`config.mk`:
```
export PLATFORM = sky130hd
export DESIGN_NAME = dmem_arbiter
export DESIGN_NICKNAME = d
export VERILOG_FILES = /design/src/rtl/dmem_arbiter.sv
export SDC_FILE = /design/constraint.sdc
export NUM_CORES = 1
export LEC_CHECK = 0
export CAP_MARGIN = 20
export CORE_UTILIZATION = 42
export DETAILED_ROUTE_END_ITERATION = 8
export HOLD_SLACK_MARGIN = 0.03
export MAX_ROUTING_LAYER = met4
export PLACE_DENSITY = 0.95
export REMOVE_ABC_BUFFERS = 1
export SLEW_MARGIN = 10
export SYNTH_ARGS = -nofsm -noshare
export SYNTH_HDL_FRONTEND = slang
export SYNTH_SLANG_ARGS = --single-unit
```
`constraint.sdc`:
```
create_clock -name clk -period 3.29 [get_ports clk]
set_clock_uncertainty 0.2 [all_clocks]
set_input_delay 0.658 -clock clk [delete_from_list [all_inputs] [get_ports clk]]
set_output_delay 0.658 -clock clk [all_outputs]
set_load 0.005 [all_outputs]
```
`src/rtl/dmem_arbiter.sv`:
```
// dmem_arbiter: two-port round-robin arbiter in front of the single-port
// data BRAM. Port 0 is the core load/store unit, port 1 the UART loader /
// debug reader. Every access goes IDLE -> ISSUE -> (WAIT -> DONE for reads).
// Optional grant/conflict statistics are compiled in with DMEM_ARB_STATS_EN.
module dmem_arbiter #(
    parameter int MEM_WIDTH    = 16,
    parameter int DATA_WIDTH   = 32,
    parameter int READ_LATENCY = 1     // 1..4
) (
    input  logic                  clk,
    input  logic                  rst_n,
    input  logic                  req0,
    input  logic                  we0,
    input  logic [MEM_WIDTH-1:0]  addr0,
    input  logic [DATA_WIDTH-1:0] wdata0,
    output logic                  gnt0,
    output logic                  rvalid0,
    input  logic                  req1,
    input  logic                  we1,
    input  logic [MEM_WIDTH-1:0]  addr1,
    input  logic [DATA_WIDTH-1:0] wdata1,
    output logic                  gnt1,
    output logic                  rvalid1,
    output logic [DATA_WIDTH-1:0] rdata,
    output logic [MEM_WIDTH-1:0]  bram_addr,
    output logic [DATA_WIDTH-1:0] bram_din,
    output logic                  bram_we,
    input  logic [DATA_WIDTH-1:0] bram_dout,
`ifdef DMEM_ARB_STATS_EN
    input  logic                  stat_clr,
    output logic [15:0]           stat_gnt0,
    output logic [15:0]           stat_gnt1,
    output logic [15:0]           stat_conflict,
`endif
    output logic                  busy
);

    localparam logic [1:0] S_IDLE  = 2'd0;
    localparam logic [1:0] S_ISSUE = 2'd1;
    localparam logic [1:0] S_WAIT  = 2'd2;
    localparam logic [1:0] S_DONE  = 2'd3;

    localparam logic [1:0] LAT_INIT = 2'(READ_LATENCY - 1);

    logic [1:0] state;
    logic [1:0] lat_cnt;
    logic       last_winner;   // also identifies the port owning the access in flight

    logic arb_open;
    logic arb_go;
    logic win;
    logic conflict;

    // DONE accepts a new arbitration just like IDLE so back-to-back accesses lose no cycle
    always_comb begin
        arb_open = (state == S_IDLE) || (state == S_DONE);
        arb_go   = arb_open && (req0 || req1);
        conflict = arb_open && req0 && req1;
        win      = (req0 && req1) ? ~last_winner : req1;
    end

    assign busy = (state != S_IDLE);

    // Access sequencer: arbitrate, drive the BRAM, count out read latency, return data
    always_ff @(posedge clk or negedge rst_n) begin
        if (!rst_n) begin
            state       <= S_IDLE;
            lat_cnt     <= '0;
            last_winner <= 1'b1;
            gnt0        <= 1'b0;
            gnt1        <= 1'b0;
            rvalid0     <= 1'b0;
            rvalid1     <= 1'b0;
            rdata       <= '0;
            bram_addr   <= '0;
            bram_din    <= '0;
            bram_we     <= 1'b0;
        end else begin
            case (state)
                S_IDLE, S_DONE: begin
                    rvalid0 <= 1'b0;
                    rvalid1 <= 1'b0;
                    if (arb_go) begin
                        bram_addr   <= win ? addr1  : addr0;
                        bram_din    <= win ? wdata1 : wdata0;
                        bram_we     <= win ? we1    : we0;
                        gnt0        <= ~win;
                        gnt1        <= win;
                        last_winner <= win;
                        lat_cnt     <= LAT_INIT;
                        state       <= S_ISSUE;
                    end else begin
                        state <= S_IDLE;
                    end
                end
                S_ISSUE: begin
                    gnt0    <= 1'b0;
                    gnt1    <= 1'b0;
                    bram_we <= 1'b0;
                    // bram_we still holds the granted access type here
                    state   <= bram_we ? S_IDLE : S_WAIT;
                end
                S_WAIT: begin
                    if (lat_cnt == 2'd0) begin
                        rdata   <= bram_dout;
                        rvalid0 <= ~last_winner;
                        rvalid1 <= last_winner;
                        state   <= S_DONE;
                    end else begin
                        lat_cnt <= lat_cnt - 2'd1;
                    end
                end
                default: state <= S_IDLE;
            endcase
        end
    end

`ifdef DMEM_ARB_STATS_EN
    // Saturating grant / conflict counters; clear wins over increment
    always_ff @(posedge clk or negedge rst_n) begin
        if (!rst_n) begin
            stat_gnt0     <= '0;
            stat_gnt1     <= '0;
            stat_conflict <= '0;
        end else if (stat_clr) begin
            stat_gnt0     <= '0;
            stat_gnt1     <= '0;
            stat_conflict <= '0;
        end else begin
            if (arb_go && !win && stat_gnt0 != 16'hFFFF)
                stat_gnt0 <= stat_gnt0 + 16'd1;
            if (arb_go && win && stat_gnt1 != 16'hFFFF)
                stat_gnt1 <= stat_gnt1 + 16'd1;
            if (conflict && stat_conflict != 16'hFFFF)
                stat_conflict <= stat_conflict + 16'd1;
        end
    end
`endif

endmodule

```
==> results of run 1 <==
## Yosys cell counts
| cell | instances | area, sq um |
|---|---|---|
| buf_4 | 6 | 45.0 |
| nor2b_1 | 3 | 18.8 |
| o21bai_4 | 1 | 18.8 |
| a21boi_2 | 1 | 11.3 |
| a21oi_2 | 20 | 175 |
| dfrtp_1 | 89 | 2230 |
| a31oi_1 | 1 | 6.26 |
| buf_6 | 4 | 45.0 |
| buf_1 | 1 | 3.75 |
| nor2_1 | 51 | 191 |
| o31ai_2 | 1 | 12.5 |
| mux2i_1 | 4 | 40.0 |
| mux2_1 | 2 | 22.5 |
| a211o_1 | 1 | 8.76 |
| mux2_2 | 31 | 349 |
| a211oi_1 | 1 | 7.51 |
| nor3_1 | 1 | 5.00 |
| buf_8 | 1 | 15.0 |
| ha_1 | 5 | 62.6 |
| a21boi_0 | 1 | 7.51 |
| a22o_1 | 2 | 17.5 |
| buf_2 | 13 | 65.1 |
| a22oi_1 | 1 | 7.51 |
| inv_1 | 8 | 30.0 |
| a21oi_1 | 80 | 400 |
| dfstp_2 | 1 | 26.3 |
| o21ai_0 | 4 | 20.0 |
| nand2b_1 | 3 | 18.8 |
| o21ba_4 | 1 | 16.3 |
| a21bo_2 | 1 | 10.0 |
| clkbuf_1 | 1 | 3.75 |
| nand2_1 | 53 | 199 |
| o31a_1 | 1 | 8.76 |
## area by class of cell
type	count	area, sq um	area share
flip-flops and latches	90	2250	0.342
clock inverters	5	104	0.0157
well taps	129	161	0.0245
repair buffers	224	2280	0.345
multi-input cells	270	1640	0.249
inverters	8	30.0	0.00455
clock buffers	10	128	0.0193
## state kept, by name, summed over array words and instances, names as in the netlist
| register | cells |
|---|---|
| rdata | 32 |
| lat_cnt | 2 |
| rvalid0 | 1 |
| bram_din | 32 |
| gnt1 | 1 |
| gnt0 | 1 |
| bram_we | 1 |
| bram_addr | 16 |
| state | 2 |
| last_winner | 1 |
| rvalid1 | 1 |
## power by group
group	internal, uW	switching [uW]
combinational	1740	1280
sequential	1680	323
clock	502	382
total	3920	1990
## cell families (layout without fill, tap and decap cells)
logic type,after synthesis,after routing,synth area share
compound gates,117,117,0.178
fa+ha+maj,5,5,0.0153
buf+inv,34,247,0.0507
flops,90,90,0.550
mux,37,37,0.100
simple gates,111,111,0.106
## stage by stage
step / instance area (sq um) / cells
2_1_floorplan: 3920 / 368
3_3_place_gp: 6360 / 721
3_5_place_dp: 6360 / 721
4_1_cts: 6600 / 736
5_1_grt: 6600 / 736
6_report: 6600 / 736
## critical path, cell delays in order (launching register included)
cell and delay, ns:
dfrtp_1 0.36, inv_1 0.09, ha_1 0.21, inv_1 0.07, clkdlybuf4s50_1 0.49
## per-layer routing
layer	vias up	track usage	wire, um
li1	1741	-	-
met1	1787	0.272	4550
met2	149	0.460	6700
met3	24	0.0347	597
met4	0	0.0892	272
met5	-	-	0
## worst paths after layout
check,startpoint,slack [ns],endpoint,depth (start not counted)
worst max-delay path,state[0]$_DFFE_PN0P_,0.89,busy,4
max in group asynchronous,rst_n,2.10,last_winner$_DFFE_PN1P_,2
worst max register to register,state[0]$_DFFE_PN0P_,1.13,bram_din[21]$_DFFE_PN0P_,5
worst min register to register,rdata[6]$_DFFE_PN0P_,0.30,rdata[6]$_DFFE_PN0P_,1
worst min-delay path,rst_n,0.08,rvalid1$_DFFE_PN0P_,1
min in group clk,rdata[6]$_DFFE_PN0P_,0.30,rdata[6]$_DFFE_PN0P_,1
==> reports/qor.txt, run 1 <==
Die Ht -> 101 um
Initial core utilization -> 0.439
Number of CTS-inserted buffers -> 9
Yosys cell types -> 33
Crit Path Category -> reg2out
Final Hold Fails -> 0
Vias/cell -> 5.03
Seq cells post-synth -> 90
Worst-skew pair later-pin latency -> 0.34 ns
# diodes -> 0
RD Place Congestion -> 0.911
HPWL after DPL -> 8970 um
Crit path arrival time -> 1.55 ns
Final max-slew violation count -> 0
Register area share after synthesis -> 0.550
# hold bufs at CTS -> 0
RSZ-0062 raised after global routing -> false
Commonest non-fill, non-tap cell in the layout -> clkdlybuf4s50_1
I/O pin cnt -> 220
Row cnt -> 35
Status -> finished clean
Pre-Repair DR Iteration Count -> 5
Synthesized area per cell -> 10.4 sq um
Overall Power -> 5910 uW
Post-layout minimum cycle time -> 2.40 ns
Slew HR -> 0.568
Crit path capture type -> output pin
Cell leakage power -> 0.00275 uW
Max H-tree Level -> 3
First-pass GRT wire length -> 19000 um
Util after Layout -> 0.707
Worst path required time -> 2.43 ns
Fin worst setup slack -> 0.887 ns
Cell area after synthesis -> 4100 sq um
Area Growth Syn to Fin -> 61.0%
Starting DRT DRC Count -> 67
HP Class -> in2async
Count of cells resized by post-cts repair -> 0
Die area -> 10200 sq um
Layout cells sized above 1 -> 0.127
Clk pin slew, worst setup/hold paths -> 0.09 ns
Final WL -> 12100 um
VDD IR max -> 480 uV
Post-CTS Setup Inserts -> 0
Tot GR Track Use -> 0.249
Synth Instances -> 394
Clock root buffer -> clkbuf_8
Max_cap viols -> 0
Vias in the first global route -> 3954
Clk sinks -> 90
Worst slew pin tran -> 0.649 ns
CP Launch Type -> flop
# fillers -> 709
Power Dens Cells -> 895 nW/um^2
DRC Markers -> 0
Via Count -> 3701
Die X -> 101 um
Most frequent cells in the layout -> 218 x clkdlybuf4s50_1, 89 x dfrtp_1, 80 x a21oi_1, 53 x nand2_1, 51 x nor2_1
Pin count of the biggest net entering global routing -> 54
Core Box Area -> 9330 sq um
Initial antenna violation count -> 0
Endpoints failing setup -> 0
Detail Route Antenna Nets -> 0
CP Max Fanout -> 4
Place WS -> 0.662 ns
Drt wl/cell -> 16.5 um
CTS tree -> done
NumNets Final -> 742
GRT overflow -> 0
Fmax -> 416 MHz
Buffers on Ports -> 219
Setup TNS -> 0 ns
Final cycle utilization of the critical path -> 0.730
CTS max path bufs -> 2
WHS -> 0.0824 ns
Synth warn -> 0
Power figures use the tool's default switching activity.
==> run 2, diff against run 1 <==
--- a/config.mk
+++ b/config.mk
@@ -6,11 +6,11 @@
 export NUM_CORES = 1
 export LEC_CHECK = 0
 export CAP_MARGIN = 20
-export CORE_UTILIZATION = 42
+export CORE_UTILIZATION = 36
 export DETAILED_ROUTE_END_ITERATION = 8
 export HOLD_SLACK_MARGIN = 0.03
 export MAX_ROUTING_LAYER = met4
-export PLACE_DENSITY = 0.95
+export PLACE_DENSITY = 0.88
 export REMOVE_ABC_BUFFERS = 1
 export SLEW_MARGIN = 10
 export SYNTH_ARGS = -nofsm -noshare
==> constraint.sdc (replaced) <==
create_clock -name clk -period 2.1 [get_ports clk]
set_clock_uncertainty 0.2 [all_clocks]
set_input_delay 0.42 -clock clk [delete_from_list [all_inputs] [get_ports clk]]
set_output_delay 0.42 -clock clk [all_outputs]
set_load 0.005 [all_outputs]
==> run 2 against run 1 <==
- worst hold slack improved by 0.22 ns
- clock-buffer cell count fell by 1
- final area rose by 2.5%
- combinational power rose by 59%
- first-iteration DRC count rose to 2.8 times the previous value
- largest cell class unchanged
- sequential cell count is the same
- worst setup slack got worse by 0.72 ns
==> reports/qor.txt, run 2 (synthesis gave the netlist of run 1 again) <==
Final max-slew violation count -> 0
Reg power frac -> 0.330
HP Class -> reg2reg
Initial antenna violation count -> 0
Critical path origin -> state[0]$_DFFE_PN0P_
Vias in the first global route -> 3707
RSZ-0062 raised after global routing -> false
Clk sinks -> 90
Clk pin slew, worst setup/hold paths -> 0.06 ns
Status -> finished clean
Area Growth Syn to Fin -> 65.0%
Fin worst setup slack -> 0.163 ns
HPWL after DPL -> 8230 um
RR Endpoint -> bram_addr[14]$_DFFE_PN0P_
Die area -> 11800 sq um
Crit Path Category -> reg2out
Power Dens Cells -> 1410 nW/um^2
Clock root buffer -> clkbuf_16
Slew HR -> 0.685
Layout cells sized above 1 -> 0.140
Die Ht -> 109 um
CTS tree -> done
Starting DRT DRC Count -> 185
CP Launch Type -> flop
Final cycle utilization of the critical path -> 0.922
Crit path capture type -> output pin
Fmax -> 516 MHz
Register area -> 2250 sq um
CTS max path bufs -> 2
Area of the multi-input gates -> 1640 sq um
Vias/cell -> 4.91
Crit path arrival time -> 1.32 ns
R2R Setup Slk -> 0.17 ns
GRT overflow -> 0
RD Place Congestion -> 0.790
Cell leakage power -> 0.00283 uW
Initial core utilization -> 0.373
Via Count -> 3711
Pin count of the biggest net entering global routing -> 91
Row cnt -> 38
Pre-Repair DR Iteration Count -> 4
Clk pwr share -> 0.166
Placed instance count -> 738
Detail Route Antenna Nets -> 0
Switching power -> 3140 uW
WHS -> 0.301 ns
# diodes -> 0
Final WL -> 11300 um
Core Box Area -> 11000 sq um
Net Sw Frac -> 0.330
VDD IR max -> 841 uV
# fillers -> 885
NumNets Final -> 750
Fin area -> 6760 sq um
Worst slew pin tran -> 0.472 ns
Number of CTS-inserted buffers -> 9
CP Max Fanout -> 4
Final Hold Fails -> 0
I/O pin cnt -> 220
R2r startpoint -> state[0]$_DFFE_PN0P_
First-pass GRT wire length -> 18000 um
Setup crit end -> busy
Worst-skew pair later-pin latency -> 0.33 ns
Worst R2R Path Depth -> 6
Overall Power -> 9510 uW
Place WS -> -0.00645 ns
Endpoints failing setup -> 0
Most frequent cells in the layout -> 217 x clkdlybuf4s50_1, 89 x dfrtp_1, 80 x a21oi_1, 53 x nand2_1, 51 x nor2_1
Combinational share of power -> 0.504
Drt wl/cell -> 15.0 um
DRC Markers -> 0
Worst path required time -> 1.48 ns
Buffers on Ports -> 219
Int Power -> 6370 uW
Max_cap viols -> 0
Top flop regs -> bram_din: 32 flops, rdata: 32 flops, bram_addr: 16 flops
Placed inst area -> 6450 sq um
Post-layout minimum cycle time -> 1.94 ns
Commonest non-fill, non-tap cell in the layout -> clkdlybuf4s50_1
Final non-filler cell total -> 756
Max H-tree Level -> 3
Die X -> 109 um
Tot GR Track Use -> 0.202
[run 2: timing repair]
item,in CTS,in global routing
endpoints found under the setup margin,1,0
hold buffers,1,0
resized for setup,1,0
setup buffers,1,0
endpoints found under the hold margin,89,0
[run 2: routing by layer]
metal  GRT usage  vias up  part of all wire
met3      0.0508       14             0.088
met4      0.0521        0             0.011
met2       0.338      190              0.49
li1            -     1759                 -
met5           -        -                 0
met1       0.243     1748              0.42
[run 2: cell type report]
type,instances,area share
Inverter,8,0.00444
Sequential cell,90,0.333
Multi-Input combinational cell,270,0.243
Timing Repair Buffer,232,0.350
Clock buffer,9,0.0333
Clock inverter,7,0.0104
Tap cell,140,0.0259
[run 2: worst min path at each step]
stage	from	endpoint	slack [ns]	cells after the start
after floorplan	rst_n	bram_addr[0]$_DFFE_PN0P_	-0.08	0
after global placement	rdata[5]$_DFFE_PN0P_	rdata[5]$_DFFE_PN0P_	0.28	1
after detailed placement	rdata[6]$_DFFE_PN0P_	rdata[6]$_DFFE_PN0P_	0.29	1
after CTS	rdata[6]$_DFFE_PN0P_	rdata[6]$_DFFE_PN0P_	0.30	1
after global routing	rdata[21]$_DFFE_PN0P_	rdata[21]$_DFFE_PN0P_	0.33	1
final	rdata[6]$_DFFE_PN0P_	rdata[6]$_DFFE_PN0P_	0.30	1
[run 2: power groups by stage]
| stage | sequential, uW | combinational (uW) | clock, uW |
|---|---|---|---|
| 4_1_cts | 3140 | 4870 | 1630 |
| 3_5_place_dp | 3160 | 4840 | 0 |
| 6_report | 3130 | 4800 | 1580 |
| 2_1_floorplan | 3160 | 2050 | 0 |
| 3_3_place_gp | 3100 | 4700 | 0 |
| 5_1_grt | 3250 | 5290 | 1710 |
[run 2: worst max-delay path: stages, from the launching register on]
cell and delay (ns):
dfrtp_1 0.38, inv_1 0.13, ha_1 0.17, inv_1 0.04, dlygate4sd2_1 0.27
[run 2: through the flow]
step / util / setup TNS [ns]
2_1_floorplan: - / -8.08
3_3_place_gp: 0.587 / 0
3_5_place_dp: 0.587 / -0.00981
4_1_cts: 0.616 / 0
5_1_grt: 0.616 / 0
6_report: 0.616 / 0
